--- src/rtl/dram_port_arbiter.sv ---
// dram_port_arbiter
//   Shares one Dram controller port between two bus masters. Port 0 (cache
//   controller, 68k path) has fixed priority; port 1 (DMA/video) is granted
//   after port 0 has won STARVE_LIMIT contested arbitrations in a row. A grant
//   covers one whole bus cycle (select/AS held low) and is never pre-empted.
//   GAP_CYCLES idle cycles follow each grant so the controller sees AS_L high.
//
// Ports
//   Clock, Reset_H             clock, synchronous active-high reset
//   P0_* / P1_* inputs         select, AS, WE, UDS, LDS, address, write data
//   P0_Dtack_L, P1_Dtack_L     Dtack routed back to the owning master (else 1)
//   Dram* outputs              request signals of the owner, inactive otherwise
//   DtackFromDram_L            Dtack from the Dram controller
//   Grant                      one-hot owner {P1,P0}, 00 = none
//   ArbState                   state encoding, for debug
module dram_port_arbiter #(
   parameter int STARVE_LIMIT = 4,
   parameter int GAP_CYCLES   = 1
) (
   input  logic        Clock,
   input  logic        Reset_H,
   input  logic        P0_Select_L,
   input  logic        P0_AS_L,
   input  logic        P0_WE_L,
   input  logic        P0_UDS_L,
   input  logic        P0_LDS_L,
   input  logic [31:0] P0_Address,
   input  logic [15:0] P0_DataOut,
   output logic        P0_Dtack_L,
   input  logic        P1_Select_L,
   input  logic        P1_AS_L,
   input  logic        P1_WE_L,
   input  logic        P1_UDS_L,
   input  logic        P1_LDS_L,
   input  logic [31:0] P1_Address,
   input  logic [15:0] P1_DataOut,
   output logic        P1_Dtack_L,
   output logic        DramSelect_L,
   output logic        DramAS_L,
   output logic        DramWE_L,
   output logic        DramUDS_L,
   output logic        DramLDS_L,
   output logic [31:0] DramAddress,
   output logic [15:0] DramDataOut,
   input  logic        DtackFromDram_L,
   output logic [1:0]  Grant,
   output logic [1:0]  ArbState
);

   typedef enum logic [1:0] {
      ST_IDLE   = 2'b00,
      ST_GRANT0 = 2'b01,
      ST_GRANT1 = 2'b10,
      ST_GAP    = 2'b11
   } state_t;

   localparam logic [3:0] STARVE_LIM = 4'(STARVE_LIMIT);
   // Gap counter counts down to zero, so a gap of N cycles loads N-1.
   localparam logic [2:0] GAP_LOAD   = 3'((GAP_CYCLES > 0) ? (GAP_CYCLES - 1) : 0);

   state_t      state_q, state_d;
   logic [3:0]  starve_cnt_q, starve_cnt_d;
   logic [2:0]  gap_cnt_q, gap_cnt_d;
   logic        req0, req1;

   assign req0 = !P0_Select_L && !P0_AS_L;
   assign req1 = !P1_Select_L && !P1_AS_L;

   // State register with starvation and gap counters
   always_ff @(posedge Clock) begin
      if (Reset_H) begin
         state_q      <= ST_IDLE;
         starve_cnt_q <= 4'd0;
         gap_cnt_q    <= 3'd0;
      end else begin
         state_q      <= state_d;
         starve_cnt_q <= starve_cnt_d;
         gap_cnt_q    <= gap_cnt_d;
      end
   end

   // Next-state logic: arbitration only in IDLE, release ends a grant
   always_comb begin
      state_d      = state_q;
      starve_cnt_d = starve_cnt_q;
      gap_cnt_d    = gap_cnt_q;
      case (state_q)
         ST_IDLE: begin
            if (req0 && req1) begin
               if (starve_cnt_q >= STARVE_LIM) begin
                  state_d      = ST_GRANT1;
                  starve_cnt_d = 4'd0;
               end else begin
                  state_d = ST_GRANT0;
                  // Port 1 lost a contest: count it, saturating at 15
                  if (starve_cnt_q != 4'd15) begin
                     starve_cnt_d = starve_cnt_q + 4'd1;
                  end else begin
                     starve_cnt_d = starve_cnt_q;
                  end
               end
            end else if (req0) begin
               state_d = ST_GRANT0;
            end else if (req1) begin
               state_d      = ST_GRANT1;
               starve_cnt_d = 4'd0;
            end else begin
               state_d = ST_IDLE;
            end
         end
         ST_GRANT0, ST_GRANT1: begin
            if ((state_q == ST_GRANT0) ? req0 : req1) begin
               state_d = state_q;
            end else if (GAP_CYCLES > 0) begin
               state_d   = ST_GAP;
               gap_cnt_d = GAP_LOAD;
            end else begin
               state_d   = ST_IDLE;
               gap_cnt_d = 3'd0;
            end
         end
         ST_GAP: begin
            if (gap_cnt_q == 3'd0) begin
               state_d = ST_IDLE;
            end else begin
               gap_cnt_d = gap_cnt_q - 3'd1;
            end
         end
         default: begin
            state_d = ST_IDLE;
         end
      endcase
   end

   // Output mux: owner's signals pass straight through, everything else inactive
   always_comb begin
      DramSelect_L = 1'b1;
      DramAS_L     = 1'b1;
      DramWE_L     = 1'b1;
      DramUDS_L    = 1'b1;
      DramLDS_L    = 1'b1;
      DramAddress  = 32'd0;
      DramDataOut  = 16'd0;
      P0_Dtack_L   = 1'b1;
      P1_Dtack_L   = 1'b1;
      case (state_q)
         ST_GRANT0: begin
            DramSelect_L = P0_Select_L;
            DramAS_L     = P0_AS_L;
            DramWE_L     = P0_WE_L;
            DramUDS_L    = P0_UDS_L;
            DramLDS_L    = P0_LDS_L;
            DramAddress  = P0_Address;
            DramDataOut  = P0_DataOut;
            P0_Dtack_L   = DtackFromDram_L;
         end
         ST_GRANT1: begin
            DramSelect_L = P1_Select_L;
            DramAS_L     = P1_AS_L;
            DramWE_L     = P1_WE_L;
            DramUDS_L    = P1_UDS_L;
            DramLDS_L    = P1_LDS_L;
            DramAddress  = P1_Address;
            DramDataOut  = P1_DataOut;
            P1_Dtack_L   = DtackFromDram_L;
         end
         default: begin
            DramSelect_L = 1'b1;
         end
      endcase
   end

   assign Grant    = {state_q == ST_GRANT1, state_q == ST_GRANT0};
   assign ArbState = state_q;

endmodule

--- config.mk ---
export PLATFORM = sky130hd
export DESIGN_NAME = dram_port_arbiter
export DESIGN_NICKNAME = d
export VERILOG_FILES = /design/src/rtl/dram_port_arbiter.sv
export SDC_FILE = /design/constraint.sdc
export NUM_CORES = 1
export LEC_CHECK = 0
export CORE_MARGIN = 3
export CORE_UTILIZATION = 24
export CTS_CLUSTER_DIAMETER = 50
export DETAILED_ROUTE_END_ITERATION = 8
export PLACE_DENSITY = 0.79
export SYNTH_ARGS = -nofsm -noshare
export SYNTH_HDL_FRONTEND = slang
export SYNTH_SLANG_ARGS = --single-unit
--- constraint.sdc ---
create_clock -name Clock -period 1.7 [get_ports Clock]
set_input_delay 0.17 -clock Clock [delete_from_list [all_inputs] [get_ports Clock]]
set_output_delay 0.17 -clock Clock [all_outputs]
set_load 0.05 [all_outputs]
==> impl_metrics.py <==
metrics = {
    "outcome": {
        "outcome": "complete, but fails checks",
        "violations": "setup timing",
    },
    "floorplanning": {
        "die_h_um": 81.0,
        "ioPinCount": 168,
        "fp.dieArea_um2": 6560,
        "fp.dieW_um": 81.0,
        "start_util_pct": 25.6,
        "coreArea_um2": 5270,
        "rows": 26,
    },
    "timing": {
        "fin_worst_skew_ps": 6.18,
        "grt_setup_unrepaired": "yes",
        "tightestPinTransition_ps": 575,
        "timing.final.ws_setup_ps": -291,
        "hold_viol": 0,
        "final.period_utilization_pct": 117,
        "min_period_ps": 1990,
        "slew_headroom_pct": 61.3,
        "setup_viol_count_final": 60,
        "report.final.slew_viol_count": 0,
        "whs_ps": 547,
        "max_freq_ghz": 0.502,
    },
    "synthesis": {
        "ys.flop_type": "dfxtp_1",
        "synth-edff-count": 0,
        "yosys_warnings": 0,
        "yosysSeqAreaShare_pct": 13.4,
        "synth_area_leaders": "a22oi_1 31%, nor2b_1 23%, dfxtp_1 13%",
        "synth_nets": 304,
        "synth.top_cells.by_count": "55 x a22oi_1, 49 x nor2b_1, 17 x clkbuf_1, 10 x nor2_1, 9 x dfxtp_1",
        "yosysUniqueCellTypes": 29,
        "netlist_instances": 188,
        "synth.cell_area_um2": 1350,
        "yosysTopAreaCell": "a22oi_1",
        "yosysMostFrequentCell": "a22oi_1",
        "synth_seq_cells": 9,
        "ys_async_sr_fraction_pct": 0,
        "synth_top_area_share_pct": 30.6,
        "syn_area_per_cell_um2": 7.17,
    },
    "routing": {
        "wirelength_um": 11200,
        "wl_per_cell_um": 25.3,
        "vias": 2463,
        "dr.pass1.iters": 4,
        "viasPerCell": 5.55,
        "ant_nets": 0,
        "drtIter0Drc": 138,
        "drc": 0,
    },
    "grt": {
        "grt_overflow": 0,
        "grt_pass1_vias": 2433,
        "grt_pass1_wl_um": 12600,
        "antenna_found_initial": 1,
        "grt_use_total_pct": 25.3,
        "grt_max_degree": 35,
    },
    "clocking": {
        "clock_path_buffers": 2,
        "htreeDepth": 1,
        "clk_latency_ps": 240,
        "cts_root_buf": "clkbuf_8",
        "clk_pin_slew_ps": 50,
        "cts_tree": "done",
        "tritoncts.num_buffers": 3,
        "cts_sinks": 9,
    },
    "worst_hold_path": {
        "hp-class": "reg -> reg",
        "hold_start": "gap_cnt_q[2]$_SDFFE_PP0P_",
    },
    "setup_path": {
        "r2r_start": "ArbState[0]$_SDFFE_PP0P_",
        "endpoint_kind": "flop",
        "arrival_ps": 2160,
        "cp-start-kind": "flop",
        "worst_ep_required_time_ps": 1860,
        "crit_type": "reg -> reg",
        "startpoint": "ArbState[0]$_SDFFE_PP0P_",
        "worstPathMaxFanout": 3,
    },
    "placed_design": {
        "pre_cts_ws_ps": -278,
        "hpwl_um": 6170,
        "place_congestion": 0.827,
        "dp_cells": 425,
        "placed_cell_area_um2": 4160,
        "portBuffers": 167,
    },
    "job": {
        "cap_violations": 0,
    },
    "power": {
        "power_density_nw_per_um2": 416,
        "power_leakage_nw": 1.60,
        "ir_drop_mv": 0.388,
    },
    "final_layout": {
        "drive_gt1_share_pct": 59.5,
        "layout.cells.non_filler": 444,
        "final_util_pct": 92.0,
        "synthToLayoutAreaGrowth_pct": 260,
        "final_area_um2": 4850,
        "num-fill-cells": 180,
        "nets": 490,
    },
}
per-stage QoR:
| step | setup TNS, ps | power, mW |
|---|---|---|
| after floorplan | -11890 | 0.864 |
| after global placement | -478 | 1.44 |
| after detailed placement | -878 | 1.46 |
| after CTS | -5080 | 1.82 |
| after global routing | -11900 | 2.07 |
| final | -9470 | 2.02 |
layout by cell type (no fill, tap or decap), types with 4 or more instances in the layout:
cell / netlist / routed
clkbuf_16: 0 / 6
buf_6: 1 / 9
nor2_1: 10 / 9
buf_4: 0 / 17
dfxtp_1: 9 / 7
buf_12: 0 / 59
clkdlybuf4s50_1: 0 / 108
nor2b_4: 0 / 48
ha_1: 7 / 4
a22oi_2: 0 / 52
nand2_2: 0 / 5
critical path, cell delays in order (launching register included):
cell	delay, ps
dfxtp_4	360
buf_4	140
ha_1	260
nor2_1	130
or3_4	410
or4_4	440
a21oi_2	170
report_power, final:
group	leakage [nW]	internal [mW]	total [mW]	switching [mW]
Clock	0.0228	0.165	0.265	0.100
Sequential	0.0742	0.215	0.220	0.00444
Combinational	1.51	0.835	1.53	0.699
Total	1.60	1.22	2.02	0.804
per-layer routing:
layer,track usage (%),part of all wire [%]
met1,23.8,32
met2,49.4,53
met3,8.65,9.7
met4,9.97,5.1
met5,0,0
flip-flops by register name, summed over array words and instances (netlist names):
| signal | count |
|---|---|
| ArbState | 2 |
| starve_cnt_q | 4 |
| gap_cnt_q | 3 |
cells by family after synthesis:
kind of cell	share of synthesized area, %
AND/OR/NAND/NOR	36.1
AO/OA/AOI/OAI	34.1
buffers and inverters	7.61
flip-flops	13.4
adder cells (fa/ha/maj)	6.49
multiplexers	2.32
final timing paths:
path	end	slack [ps]	depth (start not counted)
worst min-delay path	gap_cnt_q[2]$_SDFFE_PP0P_	550	2
worst max register to register	gap_cnt_q[1]$_SDFFE_PP0P_	-290	6
worst max-delay path	gap_cnt_q[1]$_SDFFE_PP0P_	-290	6
worst min register to register	gap_cnt_q[2]$_SDFFE_PP0P_	550	2
cell type report:
type                       count  area (um^2)  share of cell area [%]
timing repair buffer         201         2700                    55.6
multi-input combinational    154         1810                    37.3
sequential                     9          188                    3.87
tap                           70         87.6                    1.81
clock buffer                   4         45.0                   0.929
inverter                       5         21.3                   0.439
antenna                        1         2.50                  0.0516
repair_timing:
action / CTS / global route
resized for setup: 53 / 31
hold buffers: 0 / 0
endpoints found under the setup margin: 58 / 58
pin swaps: 6 / 15
cloned: 2 / 8
setup buffers: 1 / 5
(Power assumes the default switching activity.)
